File: config.mk
export PLATFORM = sky130hd
export DESIGN_NAME = vga_timing_gen
export DESIGN_NICKNAME = d
export VERILOG_FILES = /design/src/rtl/vga_timing_gen.sv
export SDC_FILE = /design/constraint.sdc
export NUM_CORES = 1
export LEC_CHECK = 0
export CORE_MARGIN = 1
export CORE_UTILIZATION = 37
export DETAILED_ROUTE_END_ITERATION = 7
export DONT_BUFFER_PORTS = 1
export PLACE_DENSITY = 0.51
export SYNTH_ARGS = -nofsm -noshare
export SYNTH_HDL_FRONTEND = slang
export SYNTH_SLANG_ARGS = --single-unit
File: constraint.sdc
create_clock -name clk -period 3.95 [get_ports clk]
set_input_delay 0.395 -clock clk [delete_from_list [all_inputs] [get_ports clk]]
set_output_delay 0.395 -clock clk [all_outputs]
set_load 0.02 [all_outputs]
File: src/rtl/vga_timing_gen.sv
// Parametrised raster timing generator: free-running h/v counters advanced on pix_stb,
// with registered sync, active-video, coordinates and one-clk line/frame/vblank strobes.
module vga_timing_gen #(
  parameter int unsigned H_ACTIVE = 640,
  parameter int unsigned H_FP     = 16,
  parameter int unsigned H_SYNC   = 96,
  parameter int unsigned H_BP     = 48,
  parameter int unsigned V_ACTIVE = 480,
  parameter int unsigned V_FP     = 10,
  parameter int unsigned V_SYNC   = 2,
  parameter int unsigned V_BP     = 33,
  parameter bit          H_POL    = 1'b0,
  parameter bit          V_POL    = 1'b0,
  parameter int unsigned CW       = 11
) (
  input  logic          clk,
  input  logic          reset,
  input  logic          pix_stb,
  output logic          hsync,
  output logic          vsync,
  output logic          active,
  output logic [CW-1:0] x,
  output logic [CW-1:0] y,
  output logic          line_start,
  output logic          frame_start,
  output logic          vblank_start
);

  localparam int unsigned HTotal = H_ACTIVE + H_FP + H_SYNC + H_BP;
  localparam int unsigned VTotal = V_ACTIVE + V_FP + V_SYNC + V_BP;
  localparam logic [CW-1:0] HMax = CW'(HTotal - 1);
  localparam logic [CW-1:0] VMax = CW'(VTotal - 1);

  logic [CW-1:0] h_cnt_q, h_cnt_d, v_cnt_q, v_cnt_d;
  logic          hsync_q, hsync_d, vsync_q, vsync_d, active_q, active_d;
  logic [CW-1:0] x_q, x_d, y_q, y_d;
  logic          line_start_q, line_start_d, frame_start_q, frame_start_d;
  logic          vblank_start_q, vblank_start_d;

  // Decode in 32-bit space so sync-end bounds equal to 2^CW cannot wrap.
  logic [31:0] h_w, v_w;
  logic        in_hsync, in_vsync, in_active;

  always_comb begin
    h_w       = 32'(h_cnt_q);
    v_w       = 32'(v_cnt_q);
    in_hsync  = (h_w >= H_ACTIVE + H_FP) && (h_w < H_ACTIVE + H_FP + H_SYNC);
    in_vsync  = (v_w >= V_ACTIVE + V_FP) && (v_w < V_ACTIVE + V_FP + V_SYNC);
    in_active = (h_w < H_ACTIVE) && (v_w < V_ACTIVE);
  end

  always_comb begin
    h_cnt_d        = h_cnt_q;
    v_cnt_d        = v_cnt_q;
    hsync_d        = hsync_q;
    vsync_d        = vsync_q;
    active_d       = active_q;
    x_d            = x_q;
    y_d            = y_q;
    line_start_d   = 1'b0;
    frame_start_d  = 1'b0;
    vblank_start_d = 1'b0;
    if (pix_stb) begin
      hsync_d        = in_hsync ? H_POL : ~H_POL;
      vsync_d        = in_vsync ? V_POL : ~V_POL;
      active_d       = in_active;
      x_d            = in_active ? h_cnt_q : '0;
      y_d            = in_active ? v_cnt_q : '0;
      line_start_d   = (h_w == 32'd0);
      frame_start_d  = (h_w == 32'd0) && (v_w == 32'd0);
      vblank_start_d = (h_w == 32'd0) && (v_w == V_ACTIVE);
      if (h_cnt_q == HMax) begin
        h_cnt_d = '0;
        v_cnt_d = (v_cnt_q == VMax) ? '0 : v_cnt_q + CW'(1);
      end else begin
        h_cnt_d = h_cnt_q + CW'(1);
      end
    end
  end

  always_ff @(posedge clk) begin
    if (reset) begin
      h_cnt_q        <= '0;
      v_cnt_q        <= '0;
      hsync_q        <= ~H_POL;
      vsync_q        <= ~V_POL;
      active_q       <= 1'b0;
      x_q            <= '0;
      y_q            <= '0;
      line_start_q   <= 1'b0;
      frame_start_q  <= 1'b0;
      vblank_start_q <= 1'b0;
    end else begin
      h_cnt_q        <= h_cnt_d;
      v_cnt_q        <= v_cnt_d;
      hsync_q        <= hsync_d;
      vsync_q        <= vsync_d;
      active_q       <= active_d;
      x_q            <= x_d;
      y_q            <= y_d;
      line_start_q   <= line_start_d;
      frame_start_q  <= frame_start_d;
      vblank_start_q <= vblank_start_d;
    end
  end

  assign hsync        = hsync_q;
  assign vsync        = vsync_q;
  assign active       = active_q;
  assign x            = x_q;
  assign y            = y_q;
  assign line_start   = line_start_q;
  assign frame_start  = frame_start_q;
  assign vblank_start = vblank_start_q;

endmodule

# After elaboration in Yosys (flattened, before gate mapping)
# Cells that the tools add are included.
[word_totals]
ff_bits = 50
latch_bits = 0
ram_bits = 0
mem_bits_ro = 0
input_bits = 3
word_cells = 37
memories = 0
[classes]
n_addsub = 2
n_mul = 0
div = 0
magnitude_cmp = 6
n_eq_ne = 3
n_shift = 0
muxes = 6
bitwise_logic = 1
n_reduce_logical = 9
[ops]
columns = ["op", "n"]
rows = [
  ["$logic_not 32->1", 2],
  ["$mux 11", 4],
  ["$add 11x1->11 const B", 2],
  ["$eq 11x10->1 const B", 2],
  ["$lt 11x10->1 const B", 2],
  ["$lt 11x9->1 const B", 2],
  ["$eq 11x9->1 const B", 1],
  ["$ge 11x10->1 const B", 1],
  ["$ge 11x9->1 const B", 1],
  ["$logic_and 1x1->1", 5],
  ["$mux 1", 2],
  ["$reduce_and 2->1", 1],
  ["$reduce_or 2->1", 1],
  ["$not 1->1", 1],
]

# Depth between registers and ports, before layout
# Gate-level depths: netlist of the first run.
[depth]
word_depth = 3
depth_mapped = 7
ltp_nobuf = 6

# Worst setup path before layout of the first run
# No wires, ideal clock.
[synth_timing]
path_kind = "register to register"
start = "register h_cnt_q[7]"
end = "register v_cnt_q[7]"
arrival_ps = 2050
path_slack_ps = 1785
path_stages_with_launch = 7
path_buffers = 2
period_less_slack_ps = 2165
cell_sequence = "dfxtp_1 buf_6 or4b_4 or4_4 buf_6 o31a_1 o21ba_1"
[synth_via]
elab_chain_len = 2
[synth_lines]
columns = ["element", "line", "text"]
rows = [
  ["start: declaration", "34", "logic [CW-1:0] h_cnt_q, h_cnt_d, v_cnt_q, v_cnt_d;"],
  ["start signal: assignment", "94", "h_cnt_q <= h_cnt_d;"],
  ["$eq 11x10->1", "72", "if (h_cnt_q == HMax) begin"],
  ["$reduce_and 2->1 (no line)", "--", ""],
  ["end signal: assignment", "95", "v_cnt_q <= v_cnt_d;"],
  ["end: declaration", "34", ""],
]
# No other way between the ends.
# A chain may end at the register's enable or synchronous reset.

# Final worst setup path of the first run
[layout_timing]
start = "register h_cnt_q[7]"
end = "register v_cnt_q[8]"
# Same word-level chain as after synthesis.

==> results of run 1 <==
## layout make-up
| type | instances | area share, % |
|---|---|---|
| sequential | 50 | 46.0 |
| clock inverter | 3 | 1.32 |
| multi-input combinational | 141 | 43.9 |
| clock buffer | 5 | 3.16 |
| timing repair buffer | 1 | 0.345 |
| tap | 72 | 4.14 |
| inverter | 7 | 1.21 |
## where the power goes
part | internal, mW | switching [mW]
Sequential | 0.509 | 0.0104
Clock | 0.132 | 0.191
Combinational | 0.0102 | 0.0168
## metal layers
metal  routed length, um  track usage, %
met2                2010            23.0
met1                2160            21.5
met5                   0               0
met3                 365            5.24
met4                  74            7.17
## sequential cells by signal, indices dropped and copies added (netlist names)
signal,count
frame_start,1
line_start,1
v_cnt_q,11
vblank_start,1
h_cnt_q,11
vsync,1
y,11
hsync,1
active,1
x,11
## cell usage in the layout (no fill, tap or decap), types with 2 or more instances in the layout
| cell | count |
|---|---|
| xnor2_1 | 3 |
| and4_1 | 4 |
| and3_1 | 2 |
| nor4b_1 | 2 |
| nand2_1 | 11 |
| dfxtp_1 | 50 |
| or4_1 | 2 |
| nand4_1 | 5 |
| clkinv_4 | 2 |
| nor2_1 | 15 |
| nand2b_1 | 2 |
| nand3_1 | 5 |
| o21ai_0 | 7 |
| nor3_1 | 6 |
| ha_1 | 5 |
| xor2_1 | 7 |
| a22o_1 | 18 |
| or2_2 | 2 |
| inv_1 | 7 |
| nor4_1 | 5 |
| a31oi_1 | 2 |
| and2_1 | 3 |
| or3_1 | 8 |
| a21oi_1 | 9 |
| a21o_1 | 2 |
| clkbuf_8 | 5 |
## kinds of logic after synthesis
kind of cell               count (synthesis)  share of synthesized area, %
and+or+nand+nor                           81                          22.8
DFF                                       50                          47.8
AOI/OAI and AO/OA                         44                          15.2
buffers and inverters                     24                          6.52
xor gates and xnor gates                  10                          4.18
adders and majority gates                  5                          2.99
muxes                                      1                         0.478
## through the flow
step / instance area (sq um) / util [%] / hold slack, ns / instances / total power [mW]
after detailed placement: 2080 / 38.0 / 0.468 / 271 / 0.559
after global placement: 2080 / 38.0 / 0.468 / 271 / 0.558
after floorplan: 2090 / - / 0.463 / 215 / 0.553
after CTS: 2180 / 39.8 / 0.125 / 279 / 0.877
after global routing: 2180 / 39.8 / 0.115 / 279 / 0.903
final: 2180 / 39.8 / 0.134 / 279 / 0.869
## how the worst min path moves through the flow
stage / start / to / slack (ns) / cells after the start
6_report: reset / v_cnt_q[0] / 0.13 / 1
4_1_cts: reset / v_cnt_q[0] / 0.12 / 1
3_3_place_gp: reset / v_cnt_q[8] / 0.47 / 1
5_1_grt: reset / v_cnt_q[0] / 0.12 / 1
2_1_floorplan: v_cnt_q[10] / v_cnt_q[10] / 0.46 / 2
3_5_place_dp: reset / v_cnt_q[8] / 0.47 / 1
## worst register-to-register path: cells and delay by family (launching register included)
kind | cells | cell delay (ns)
flops | 1 | 0.40
compound gates | 1 | 0.16
simple gates | 3 | 1.75
==> impl_metrics.yaml, run 1 <==
outcome:
  status: "finished clean"
cells_and_area:
  nets: 214
  area_delta_synth_final_pct: 4.06
  antenna_cells: 0
  multi_input_area_sq_um: 956
  drive_above_1_share_pct: 8.70
  regArea_sq_um: 1000
  n_fill_cell: 552
clock_tree:
  clkTransAtPathRegs_ns: 0.10
  cts_buffer_depth: 2
  cts_setup_buffers: 0
  cts-root-buf: "clkbuf_8"
  htree_levels: 2
  post_cts_resized: 0
  cts_inserted_buffers: 5
  ctsHoldBuffers: 0
  cts_tree: "done"
  numClockSinks: 50
  worstSkewPairLatency_ns: 0.32
floorplanning:
  die_w_um: 77.2
  fp.coreArea_sq_um: 5470
  pin_count: 31
  die-area_sq_um: 5960
  rows: 27
  die_h_um: 77.2
  initial_core_util_pct: 38.2
logic_synthesis:
  syn_nets: 223
  synthFlopType: "dfxtp_1"
  syn_area_sq_um: 2090
  synth_warnings: 0
  synthArstFlopShare_pct: 0
  avgSynthCellArea_sq_um: 9.74
  synth_top_area_cell: "dfxtp_1"
  syn_inst: 215
  synthDistinctLibCells: 45
  synth_top_area_share_pct: 47.8
  synth_commonest_cells: "dfxtp_1, a22o_1, nor2_1"
  synth_edf_count: 0
  synth-seq-area-share_pct: 47.8
  synth_seq_cells: 50
  synth_area_leaders: "dfxtp_1, a22o_1, ha_1"
  yosys.cell_count.top_type: "dfxtp_1"
drt:
  drtPass1Iterations: 4
  avgRoutedWirePerCell_um: 16.5
  viasPerCell: 5.63
  postRouteAntennaNets: 0
  via_count: 1570
  drt_iter0_drc: 148
  drc_errors: 0
  drt_wl_total_mm: 4.61
timing:
  clock.fmax_ghz: 0.420
  hold_viol: 0
  rsz0062_at_grt: "false"
  relSlewSlack_pct: 51.1
  maxSlewViolCount: 0
  fin_crit_sh_pct: 60.3
  final.setup.worst_slack_ns: 1.57
  min_period_ns: 2.38
  worst_clock_skew_ns: 0.00646
  tns_ns: 0
  worst_pin_slew_ns: 0.734
  setup_violations: 0
setup_path:
  crit_arrival_ns: 2.63
  crit_required_ns: 4.20
  path_buf_inv: 0
  path_depth: 4
  path_class: "reg2reg"
  reg2regPathDepth: 4
  cp_top_family: "simple AND/OR/NAND/NOR gates"
  startpoint: "h_cnt_q[7]"
  slowest_delay_ns: 0.65
  rr_startpoint: "h_cnt_q[7]"
  r2r-end: "v_cnt_q[8]"
  endpoint: "v_cnt_q[8]"
  cp_max_fo: 21
  start_kind: "register"
  crit_slowest_cell: "or4_4"
  rrSetupSlack_ns: 1.57
  worstPathCellList: "or4b_4 -> or4_4 -> or4_1 -> a21oi_1"
  crit_path_end_kind: "register"
global_routing:
  track_usage_pct: 16.0
  antenna_found_initial: 0
  grt_pass1_wl_mm: 7.34
  grt_max_degree: 24
  overflow: 0
  first_global_vias: 1395
placement:
  dp_slack_ns: 1.63
  place.gp.congestion: 0.866
  dpl.hpwl_mm: 3.21
  port_buffers: 0
power_and_ir_drop:
  vdd_drop_max_mv: 0.141
  p_leak_nw: 0.774
  powerDensity_nw_per_um2: 399
worst_hold_path:
  hold_path.class: "in2reg"
job:
  drv_cap: 0
No activity file was read; power rests on OpenSTA's default activity.
==> run 2, diff against run 1 <==
Settings changed: PLACE_DENSITY 0.51 to 0.53.
Clock period 3.95 ns to 1.9 ns, I/O delays scaled along.
==> impl_metrics.yaml, run 2 (synthesis gave the netlist of run 1 again) <==
clock_tree:
  cts_inserted_buffers: 5
  worstSkewPairLatency_ns: 0.31
  numClockSinks: 50
  cts-root-buf: "clkbuf_8"
  cts_tree: "done"
  clkTransAtPathRegs_ns: 0.10
  cts_buffer_depth: 2
  htree_levels: 2
floorplanning:
  die_h_um: 77.2
  fp.coreArea_sq_um: 5470
  rows: 27
  die-area_sq_um: 5960
  die_w_um: 77.2
  pin_count: 31
  initial_core_util_pct: 38.2
setup_path:
  start_kind: "register"
  crit_required_ns: 2.14
  critPathMostFrequentCell: "or4_4"
  crit_path_end_kind: "register"
  cp_max_fo: 5
  crit_arrival_ns: 2.26
  slowest_delay_ns: 0.57
  crit_slowest_cell: "or4b_4"
  path_class: "reg2reg"
  worstPathCellList: "or4b_4 -> or4_4 -> or4_4 -> a21oi_2"
drt:
  drc_errors: 0
  drt_wl_total_mm: 5.22
  postRouteAntennaNets: 0
  avgRoutedWirePerCell_um: 16.1
  drtPass1Iterations: 4
  via_count: 1724
  drt_iter0_drc: 172
  viasPerCell: 5.30
cells_and_area:
  final_common_cell: "dfxtp_1"
  n_fill_cell: 522
  final_cell_mix: "dfxtp_1, buf_4, a22o_1"
  area_delta_synth_final_pct: 26.6
  multi_input_area_sq_um: 1080
  instances_no_fill: 325
  drive_above_1_share_pct: 32.4
  antenna_cells: 0
  regArea_sq_um: 1010
  final_area_sq_um: 2650
  nets: 260
placement:
  dp_slack_ns: -0.160
  place.gp.congestion: 0.803
  dpl.hpwl_mm: 3.56
  dpl.cell_count: 309
  placed_area_sq_um: 2410
  port_buffers: 0
timing:
  maxSlewViolCount: 0
  min_period_ns: 2.01
  clock.fmax_ghz: 0.497
  fin_crit_sh_pct: 106
  final.setup.worst_slack_ns: -0.114
  rsz0062_at_grt: "true"
  relSlewSlack_pct: 81.1
  setup_violations: 11
  worst_clock_skew_ns: 0.0113
  hold_viol: 0
  hold_slack_ns: 0.0290
  worst_pin_slew_ns: 0.281
power_and_ir_drop:
  powerDensity_nw_per_um2: 687
  pwr-share-comb_pct: 5.5
  p_leak_nw: 1.01
  vdd_drop_max_mv: 0.289
  p_int_mw: 1.37
  swShare_pct: 24.6
  seq_power_share_pct: 59.1
  p_sw_mw: 0.449
  finalPower_mw: 1.82
  p_clk_share_pct: 35.4
global_routing:
  overflow: 0
  first_global_vias: 1582
  grt_pass1_wl_mm: 8.39
  track_usage_pct: 18.0
  grt_max_degree: 24
  antenna_found_initial: 0
outcome:
  failed_checks: "setup timing"
  status: "finished with violations"
job:
  drv_cap: 0
worst_hold_path:
  hold_path.class: "in2reg"
## run 2: cell types whose count changed in the layout (fill, tap and decap cells not counted), moves of 3 or more
cell,previous run,this run
a21oi_1,9,4
a21oi_2,0,5
buf_4,1,42
dfxtp_1,50,47
or4_4,1,4
## run 2: final cells by class
cell class / instances / share of cell area, %
Clock inverter: 3 / 0.897
Sequential cell: 50 / 38.0
Multi-Input combinational cell: 143 / 40.7
Clock buffer: 5 / 2.60
Inverter: 7 / 0.992
Tap cell: 72 / 3.40
Timing Repair Buffer: 45 / 13.5
## run 2: through the flow
step / util [%] / TNS (ns)
finish: 48.4 / -0.554
global route: 48.4 / -2.07
CTS: 47.4 / -0.842
detailed placement: 44.0 / -0.699
global placement: 44.0 / -0.462
floorplan: - / -0.457
## run 2: path summary, 6_finish.rpt
path	from	endpoint	slack, ns	cells after the start
setup / recovery	h_cnt_q[6]	v_cnt_q[6]	-0.11	4
hold / removal	pix_stb	h_cnt_q[0]	0.03	2
setup reg to reg	h_cnt_q[6]	v_cnt_q[6]	-0.11	4
hold reg to reg	v_cnt_q[1]	v_cnt_q[1]	0.47	2
## run 2: worst max-delay path, delay by kind of cell, from the launching register on
kind	cells	cell delay (ns)
AOI/OAI and AO/OA	1	0.14
DFF	1	0.33
and+or+nand+nor	3	1.47
## run 2: what timing repair did
item / CTS / global route
buffers inserted: 5 / 0
pin swaps: 0 / 1
endpoints found under the hold margin: 3 / 0
resized for setup: 8 / 13
cloned: 2 / 0
endpoints found under the setup margin: 13 / 24
hold buffers: 1 / 0
## run 2: routing by layer
metal	global-route usage [%]	part of all wire, %
met1	25.4	49
met2	26.6	44
met3	4.40	6.1
met4	5.66	1.3
met5	0	0
## run 2: power groups by stage
stage               clock network (mW)  registers [mW]  logic [mW]
global placement                     0            1.10      0.0854
CTS                              0.660            1.08      0.0965
floorplan                            0            1.10      0.0521
detailed placement                   0            1.10      0.0873
global route                     0.697            1.08       0.111
finish                           0.645            1.08      0.0999
